--- config.mk ---
export PLATFORM = sky130hd
export DESIGN_NAME = irq_ctrl_mc
export DESIGN_NICKNAME = d
export VERILOG_FILES = /design/src/rtl/irq_ctrl_pkg.sv /design/src/rtl/irq_src_cell.sv /design/src/rtl/irq_ctrl_mc.sv
export SDC_FILE = /design/constraint.sdc
export NUM_CORES = 1
export LEC_CHECK = 0
export BUFFER_PORTS_ARGS = -buffer_cell sky130_fd_sc_hd__buf_4
export CORE_AREA = 2 2 70 72
export CTS_BUF_LIST = sky130_fd_sc_hd__clkbuf_16
export CTS_CLUSTER_SIZE = 25
export DETAILED_ROUTE_END_ITERATION = 12
export DIE_AREA = 0 0 72 74
export PLACE_DENSITY = 0.7
export RECOVER_POWER = 25
export SLEW_MARGIN = 10
export SYNTH_ARGS = -nofsm -noshare
export SYNTH_HDL_FRONTEND = slang
export SYNTH_HIERARCHICAL = 1
export SYNTH_SLANG_ARGS = --single-unit
--- constraint.sdc ---
create_clock -name clk_i -period 1.2 [get_ports clk_i]
set_input_delay 0.06 -clock clk_i [delete_from_list [all_inputs] [get_ports clk_i]]
set_output_delay 0.06 -clock clk_i [all_outputs]
set_load 0.05 [all_outputs]
--- src/rtl/irq_ctrl_pkg.sv ---
// Shared constants for the irq_ctrl_mc interrupt controller: register map,
// source mode encodings and parameter limits.
package irq_ctrl_pkg;

    localparam logic [1:0] ADDR_ENABLE  = 2'd0;
    localparam logic [1:0] ADDR_MODE    = 2'd1;
    localparam logic [1:0] ADDR_PENDING = 2'd2;
    localparam logic [1:0] ADDR_RAW     = 2'd3;

    localparam logic MODE_LEVEL = 1'b0;
    localparam logic MODE_EDGE  = 1'b1;

    localparam int unsigned DEF_IRQ_BASE = 16;
    localparam int unsigned MAX_NUM_SRC  = 16;
    localparam int unsigned VEC_W        = 32;

endpackage

--- src/rtl/irq_src_cell.sv ---
// One interrupt source: 2-flop synchroniser, rising-edge detect and sticky
// pending flop.
module irq_src_cell
    import irq_ctrl_pkg::*;
(
    input  logic clk,
    input  logic rst,
    input  logic irq,
    input  logic mode,
    input  logic clr,
    output logic pending,
    output logic raw
);

    logic s1;
    logic s2;
    logic prev;
    logic rise;
    logic edge_set;
    logic level_set;
    logic pend_nxt;

    always_ff @(posedge clk) begin
        if (rst) begin
            s1      <= 1'b0;
            s2      <= 1'b0;
            prev    <= 1'b0;
            pending <= 1'b0;
        end else begin
            s1      <= irq;
            s2      <= s1;
            prev    <= s2;
            pending <= pend_nxt;
        end
    end

    // An edge arriving with a clear survives; a level source is cleared and
    // simply re-pends on the following cycle while the line is still high.
    always_comb begin
        rise      = s2 & ~prev;
        edge_set  = (mode == MODE_EDGE) & rise;
        level_set = (mode == MODE_LEVEL) & s2;
        pend_nxt  = edge_set | ((level_set | pending) & ~clr);
    end

    assign raw = s2;

endmodule

--- src/rtl/irq_ctrl_mc.sv ---
// Multi-source interrupt controller: config registers, ack decode and the
// registered irq vector. Define IRQ_CTRL_PRIO_EN for fixed-priority output.
module irq_ctrl_mc
    import irq_ctrl_pkg::*;
#(
    parameter int unsigned NUM_SRC  = 4,
    parameter int unsigned IRQ_BASE = DEF_IRQ_BASE,
    parameter int unsigned ID_W     = 5
) (
    input  logic                clk_i,
    input  logic                rst_i,
    input  logic [NUM_SRC-1:0]  irq_i,
    output logic [VEC_W-1:0]    irq_o,
    input  logic                irq_ack_i,
    input  logic [ID_W-1:0]     irq_id_i,
    input  logic                cfg_we_i,
    input  logic [1:0]          cfg_addr_i,
    input  logic [VEC_W-1:0]    cfg_wdata_i,
    output logic [VEC_W-1:0]    cfg_rdata_o
);

    if (NUM_SRC < 1 || NUM_SRC > MAX_NUM_SRC || IRQ_BASE + NUM_SRC > VEC_W) begin : g_bad_cfg
        $error("irq_ctrl_mc: illegal NUM_SRC/IRQ_BASE combination");
    end

    logic [NUM_SRC-1:0] enable;
    logic [NUM_SRC-1:0] mode;
    logic [NUM_SRC-1:0] pending;
    logic [NUM_SRC-1:0] raw;
    logic [NUM_SRC-1:0] clr;
    logic [NUM_SRC-1:0] active;
    logic [NUM_SRC-1:0] present;
    logic               unused_wdata;

    assign unused_wdata = ^cfg_wdata_i[VEC_W-1:NUM_SRC];

    for (genvar g = 0; g < NUM_SRC; g++) begin : g_src
        irq_src_cell u_cell (
            .clk     (clk_i),
            .rst     (rst_i),
            .irq     (irq_i[g]),
            .mode    (mode[g]),
            .clr     (clr[g]),
            .pending (pending[g]),
            .raw     (raw[g])
        );
    end

    // Ack IDs outside this controller's window match no source and are ignored.
    always_comb begin
        clr = '0;
        for (int i = 0; i < NUM_SRC; i++) begin
            clr[i] = (irq_ack_i && (VEC_W'(irq_id_i) == VEC_W'(IRQ_BASE + i)))
                  || (cfg_we_i && (cfg_addr_i == ADDR_PENDING) && cfg_wdata_i[i]);
        end
    end

    always_ff @(posedge clk_i) begin
        if (rst_i) begin
            enable <= '0;
            mode   <= '0;
        end else if (cfg_we_i) begin
            if (cfg_addr_i == ADDR_ENABLE) enable <= cfg_wdata_i[NUM_SRC-1:0];
            if (cfg_addr_i == ADDR_MODE)   mode   <= cfg_wdata_i[NUM_SRC-1:0];
        end
    end

    // Priority build keeps only the lowest-index active source (x & -x).
    always_comb begin
        active = pending & enable;
`ifdef IRQ_CTRL_PRIO_EN
        present = active & (~active + NUM_SRC'(1));
`else
        present = active;
`endif
    end

    always_ff @(posedge clk_i) begin
        if (rst_i) irq_o <= '0;
        else       irq_o <= VEC_W'(present) << IRQ_BASE;
    end

    always_comb begin
        cfg_rdata_o = '0;
        case (cfg_addr_i)
            ADDR_ENABLE:  cfg_rdata_o = VEC_W'(enable);
            ADDR_MODE:    cfg_rdata_o = VEC_W'(mode);
            ADDR_PENDING: cfg_rdata_o = VEC_W'(pending);
            ADDR_RAW:     cfg_rdata_o = VEC_W'(raw);
            default:      cfg_rdata_o = '0;
        endcase
    end

endmodule

; Word level (Yosys, flattened, before mapping)
; Cells that the tools add are included.
; W data, S select, Z words.
[op_classes]
eq_ne = 7
muxes = 1
bitwise = 37
reduce_logical = 16
[op_table]
columns = operator, n
row1 = $pmux W32 S4, 1
row2 = $eq A5 B5 Y1 const B, 4
row3 = $and A1 B1 Y1, 16
row4 = $not A1 Y1, 12
row5 = $logic_and A1 B1 Y1, 9
row6 = $or A1 B1 Y1, 8
row7 = $and A4 B4 Y4, 1
row8 = $eq A2 B2 Y1 const B, 2
row9 = $logic_or A1 B1 Y1, 4
row10 = $reduce_and A2 Y1, 2
row11 = $eq A2 B1 Y1 const B, 1
row12 = $logic_not A2 Y1, 1
[totals]
regBits = 56
in_bits = 47
out_inout_bits = 64
wordCells = 81

; Longest topological paths before layout
[logic_depth]
word_depth = 7
mapped_depth = 5
mapped_depth_nobuf = 4

; Hierarchy
; Netlist, hierarchy kept.
[modules_own_cells]
columns = mod, n_inst, cells_each, area_per_inst_um2, seq_area_each_um2
row1 = irq_ctrl_mc, 1, 114, 1062.3, 240.2
row2 = irq_src_cell, 4, 10, 131.4, 80.1

; Least setup slack after synthesis
; Ideal clock, no wire load.
[synth_timing]
kind = reg2out
start = register mode[0]
end = output port cfg_rdata_o[0]
arrival_time_ns = 0.922
t_required_ns = 1.140
path_slack_ns = 0.218
path_stages_with_launch = 2
n_path_buf = 0
path_cell_list = dfxtp_1 mux4_2
[synth_via]
elab_chain_len = 1
[synth_lines]
columns = element, line
row1 = from (decl), irq_ctrl_mc.sv:27  ; logic [NUM_SRC-1:0] mode;
row2 = from (signal assigned), irq_ctrl_mc.sv:64  ; if (cfg_addr_i == ADDR_MODE) mode <= cfg_wdata_i[NUM_SRC-1:0];
row3 = $pmux W32 S4, irq_ctrl_mc.sv:85  ; case (cfg_addr_i)
row4 = to (decl), irq_ctrl_mc.sv:19  ; output logic [VEC_W-1:0] cfg_rdata_o
; No other way between the ends. The select of a mux whose other input is x is not followed.

; Final worst setup path
[layout_timing]
start = register g_src[2].u_cell.s2
end = output port cfg_rdata_o[2]
[layout_via]
elab_chain_len = 1
[layout_lines]
columns = element, line
row1 = from (decl), irq_src_cell.sv:16  ; logic s2;
row2 = from (signal assigned), irq_src_cell.sv:26  ; s2 <= 1'b0;
row3 = from (signal assigned), irq_src_cell.sv:31  ; s2 <= s1;
row4 = $pmux W32 S4, irq_ctrl_mc.sv:85
; No other way between the ends. The select of a mux whose other input is x is not followed.

==> impl_metrics.json <==
{
  "clkSinkCount": 28,
  "worst-r2r-setup-slack_ps": 400,
  "worstPathArrival_ps": 1240,
  "report.final.hold_viol_count": 0,
  "grt_overflow": 0,
  "synth_seq_area_share_pct": 35.3,
  "maxClockFrequency_mhz": 772,
  "die_y_um": 74,
  "fin_total_pwr_uw": 2320,
  "multi_input_comb_area_um2": 783,
  "postCtsHoldBufs": 0,
  "min_from": "irq_i[1]",
  "number_of_nets_in_the_final_layout": 233,
  "clock_tree.root_cell": "clkbuf_16",
  "power.clock.fraction_pct": 31.1,
  "place_congestion": 0.698,
  "post_synth_inst_count": 154,
  "yosysWarningCount": 6,
  "ff2ff_path_depth": 3,
  "critPathMaxFanout": 2,
  "crit_path_start": "g_src[2].u_cell/raw$_SDFF_PP0_",
  "slew-limit-headroom_pct": 62.6,
  "worst-endpoint-required_ps": 1140,
  "clockBufferDepth": 2,
  "cts.htree.levels": 1,
  "max_stage_delay_ps": 490,
  "start_util_pct": 34.5,
  "cpMaxStageDelayCell": "mux4_2",
  "power.internal_uw": 1540,
  "fin_skew_ps": 0.839,
  "timing.hold.worst_endpoint": "g_src[1].u_cell/s1$_SDFF_PP0_",
  "floorplan.die.width_um": 72,
  "final_min_period_over_clock_period_pct": 108,
  "cellLeakagePower_uw": 0.000864,
  "numCtsBuffers": 3,
  "switching_share_pct": 33.7,
  "post-route-worst-setup-slack_ps": -95.7,
  "first_global_vias": 793,
  "final-seq-area_um2": 574,
  "critPathBufInv": 1,
  "antenna_found_initial": 0,
  "postSynthRegisterBits": 28,
  "worst_skew_pair.late_latency_ps": 260,
  "detail_route.drc_violations": 0,
  "tritoncts": "built",
  "placedCellCount": 230,
  "worst-setup-path-type": "reg -> out",
  "vias_per_cell": 3.91,
  "fin_cells": 238,
  "peakVddDrop_uv": 517,
  "ant_diodes": 0,
  "power.density_cell_area_nw_per_um2": 1310,
  "groute.usage.overall_pct": 8.92,
  "pwr-share-seq_pct": 42.3,
  "period_needed_ps": 1300,
  "finalWirelength_mm": 2.29,
  "synth.avg_cell_area_um2": 10.3,
  "holdPathStages": 2,
  "ant_nets": 0,
  "clk_pin_slew_worst_paths_ps": 60,
  "areaGrowthSynthToFinish_pct": 11.3,
  "drt-wirelength-per-cell_um": 9.63,
  "num_rows": 25,
  "critical_path.top_delay_family": "multiplexers",
  "drt_pass1_iterations": 4,
  "cp_cell_sequence": "mux4_2, buf_8",
  "via_count": 931,
  "worst_hold_path_type": "in -> reg",
  "critPathLaunchType": "flop",
  "layout.cells.most_common_list": "conb_1, buf_4, dfxtp_1",
  "design.die.area_um2": 5330,
  "power.net_switching_uw": 783,
  "grt_first_pass_wirelength_mm": 3.62,
  "timing.rr.start": "mode[2]$_SDFFE_PP0P_",
  "share_of_layout_cells_above_drive_strength_1_pct": 35.3,
  "final_max_slew_viol_count": 0,
  "grt_setup_unrepaired": "true",
  "rr_endpoint": "g_src[2].u_cell/pending$_SDFF_PP0_",
  "dp_hpwl_mm": 1.75,
  "violated_checks": "setup timing",
  "netlist_area_before_placement_um2": 1590,
  "outcome": "finished, violations left",
  "mostFrequentLayoutCell": "conb_1",
  "final-setup-viol-count": 4,
  "synth_cell_type_count": 20,
  "fillerInstances": 451,
  "io-pin-count": 111,
  "timing.critical_path.to_type": "primary output",
  "drt_first_iter_violations": 48,
  "combinationalPowerShare_pct": 26.6,
  "core_area_um2": 4600,
  "slew_at_the_pin_closest_to_its_max_slew_limit_ps": 561,
  "io_buffers": 26,
  "cap_viol_max_count": 0,
  "grt_start_max_net_pins": 33
}
==> synth_stat cells, drive strengths merged <==
cell type | instances | share of area, %
mux4 | 4 | 5.7
and2b | 8 | 4.4
conb | 1 | 0.24
nor2 | 4 | 0.95
inv | 2 | 0.47
and4bb | 1 | 0.79
nand2 | 4 | 0.95
a21o | 4 | 1.9
nand3b | 1 | 0.71
buf | 58 | 28
nand2b | 12 | 4.7
nor3b | 5 | 3.1
nor2b | 4 | 2.2
mux2i | 12 | 7.6
and3b | 1 | 0.63
a32o | 4 | 2.5
dfxtp | 28 | 35
clkbuf | 1 | 0.24
==> kinds of logic (layout without fill, tap and decap cells) <==
kind of cell,after synthesis,count (layout),synth area share [%]
DFF,28,28,35.3
buffers and inverters,61,36,28.4
other,1,56,0.236
and+or+nand+nor,40,40,18.4
AOI/OAI and AO/OA,8,8,4.41
muxes,16,16,13.2
==> layout make-up <==
| type | instances | share of cell area (%) |
|---|---|---|
| Multi-Input combinational cell | 120 | 44.3 |
| Sequential cell | 28 | 32.5 |
| Timing Repair Buffer | 31 | 14.7 |
| Clock buffer | 3 | 4.25 |
| Tap cell | 54 | 3.82 |
| Inverter | 2 | 0.425 |
==> through the flow <==
| step | TNS, ps | util (%) | hold slack [ps] | setup WS (ps) | instance area [um^2] |
|---|---|---|---|---|---|
| 6_report | -362 | 38.4 | 21.0 | -95.7 | 1770 |
| 5_1_grt | -511 | 38.4 | 21.4 | -138 | 1770 |
| 4_1_cts | -402 | 38.4 | 17.4 | -107 | 1770 |
| 3_5_place_dp | 0 | 35.1 | 286 | 136 | 1610 |
| 3_3_place_gp | 0 | 35.1 | 286 | 137 | 1610 |
| 2_1_floorplan | 0 | - | 132 | 218 | 1790 |
==> how the worst max path moves through the flow <==
stage                                               endpoint  slack, ps  depth (start not counted)
after floorplan                               cfg_rdata_o[0]        220                          1
after global placement    g_src[0].u_cell/pending$_SDFF_PP0_        140                          5
after detailed placement  g_src[0].u_cell/pending$_SDFF_PP0_        140                          5
after CTS                                     cfg_rdata_o[2]       -110                          2
after global routing                          cfg_rdata_o[2]       -140                          2
final                                         cfg_rdata_o[2]       -100                          2
==> power groups by stage <==
stage                     clock network, uW  registers, uW  logic (uW)
after detailed placement                  0           1000         591
final                                   722            981         616
after CTS                               751            979         616
after floorplan                           0            998         655
after global routing                    784            983         647
after global placement                    0           1000         590
==> repair_timing <==
action	CTS	global route
gates resized for setup	16	3
setup buffers	5	0
endpoints found under the setup margin	4	4
==> flip-flops by register name (all words and copies together) (netlist names) <==
name	cells
g_src.u_cell/s1	4
g_src.u_cell/pending	4
g_src.u_cell/prev	4
irq_o	4
mode	4
g_src.u_cell/raw	4
enable	4
==> layer usage <==
metal / wire length, um / up-vias / track usage, %
met1: 940 / 423 / 10.7
met2: 1110 / 46 / 14.8
met3: 172 / 5 / 1.36
met5: 0 / - / 0
met4: 73 / 0 / 6.29
li1: - / 457 / -
No activity file was read; power rests on OpenSTA's default activity.
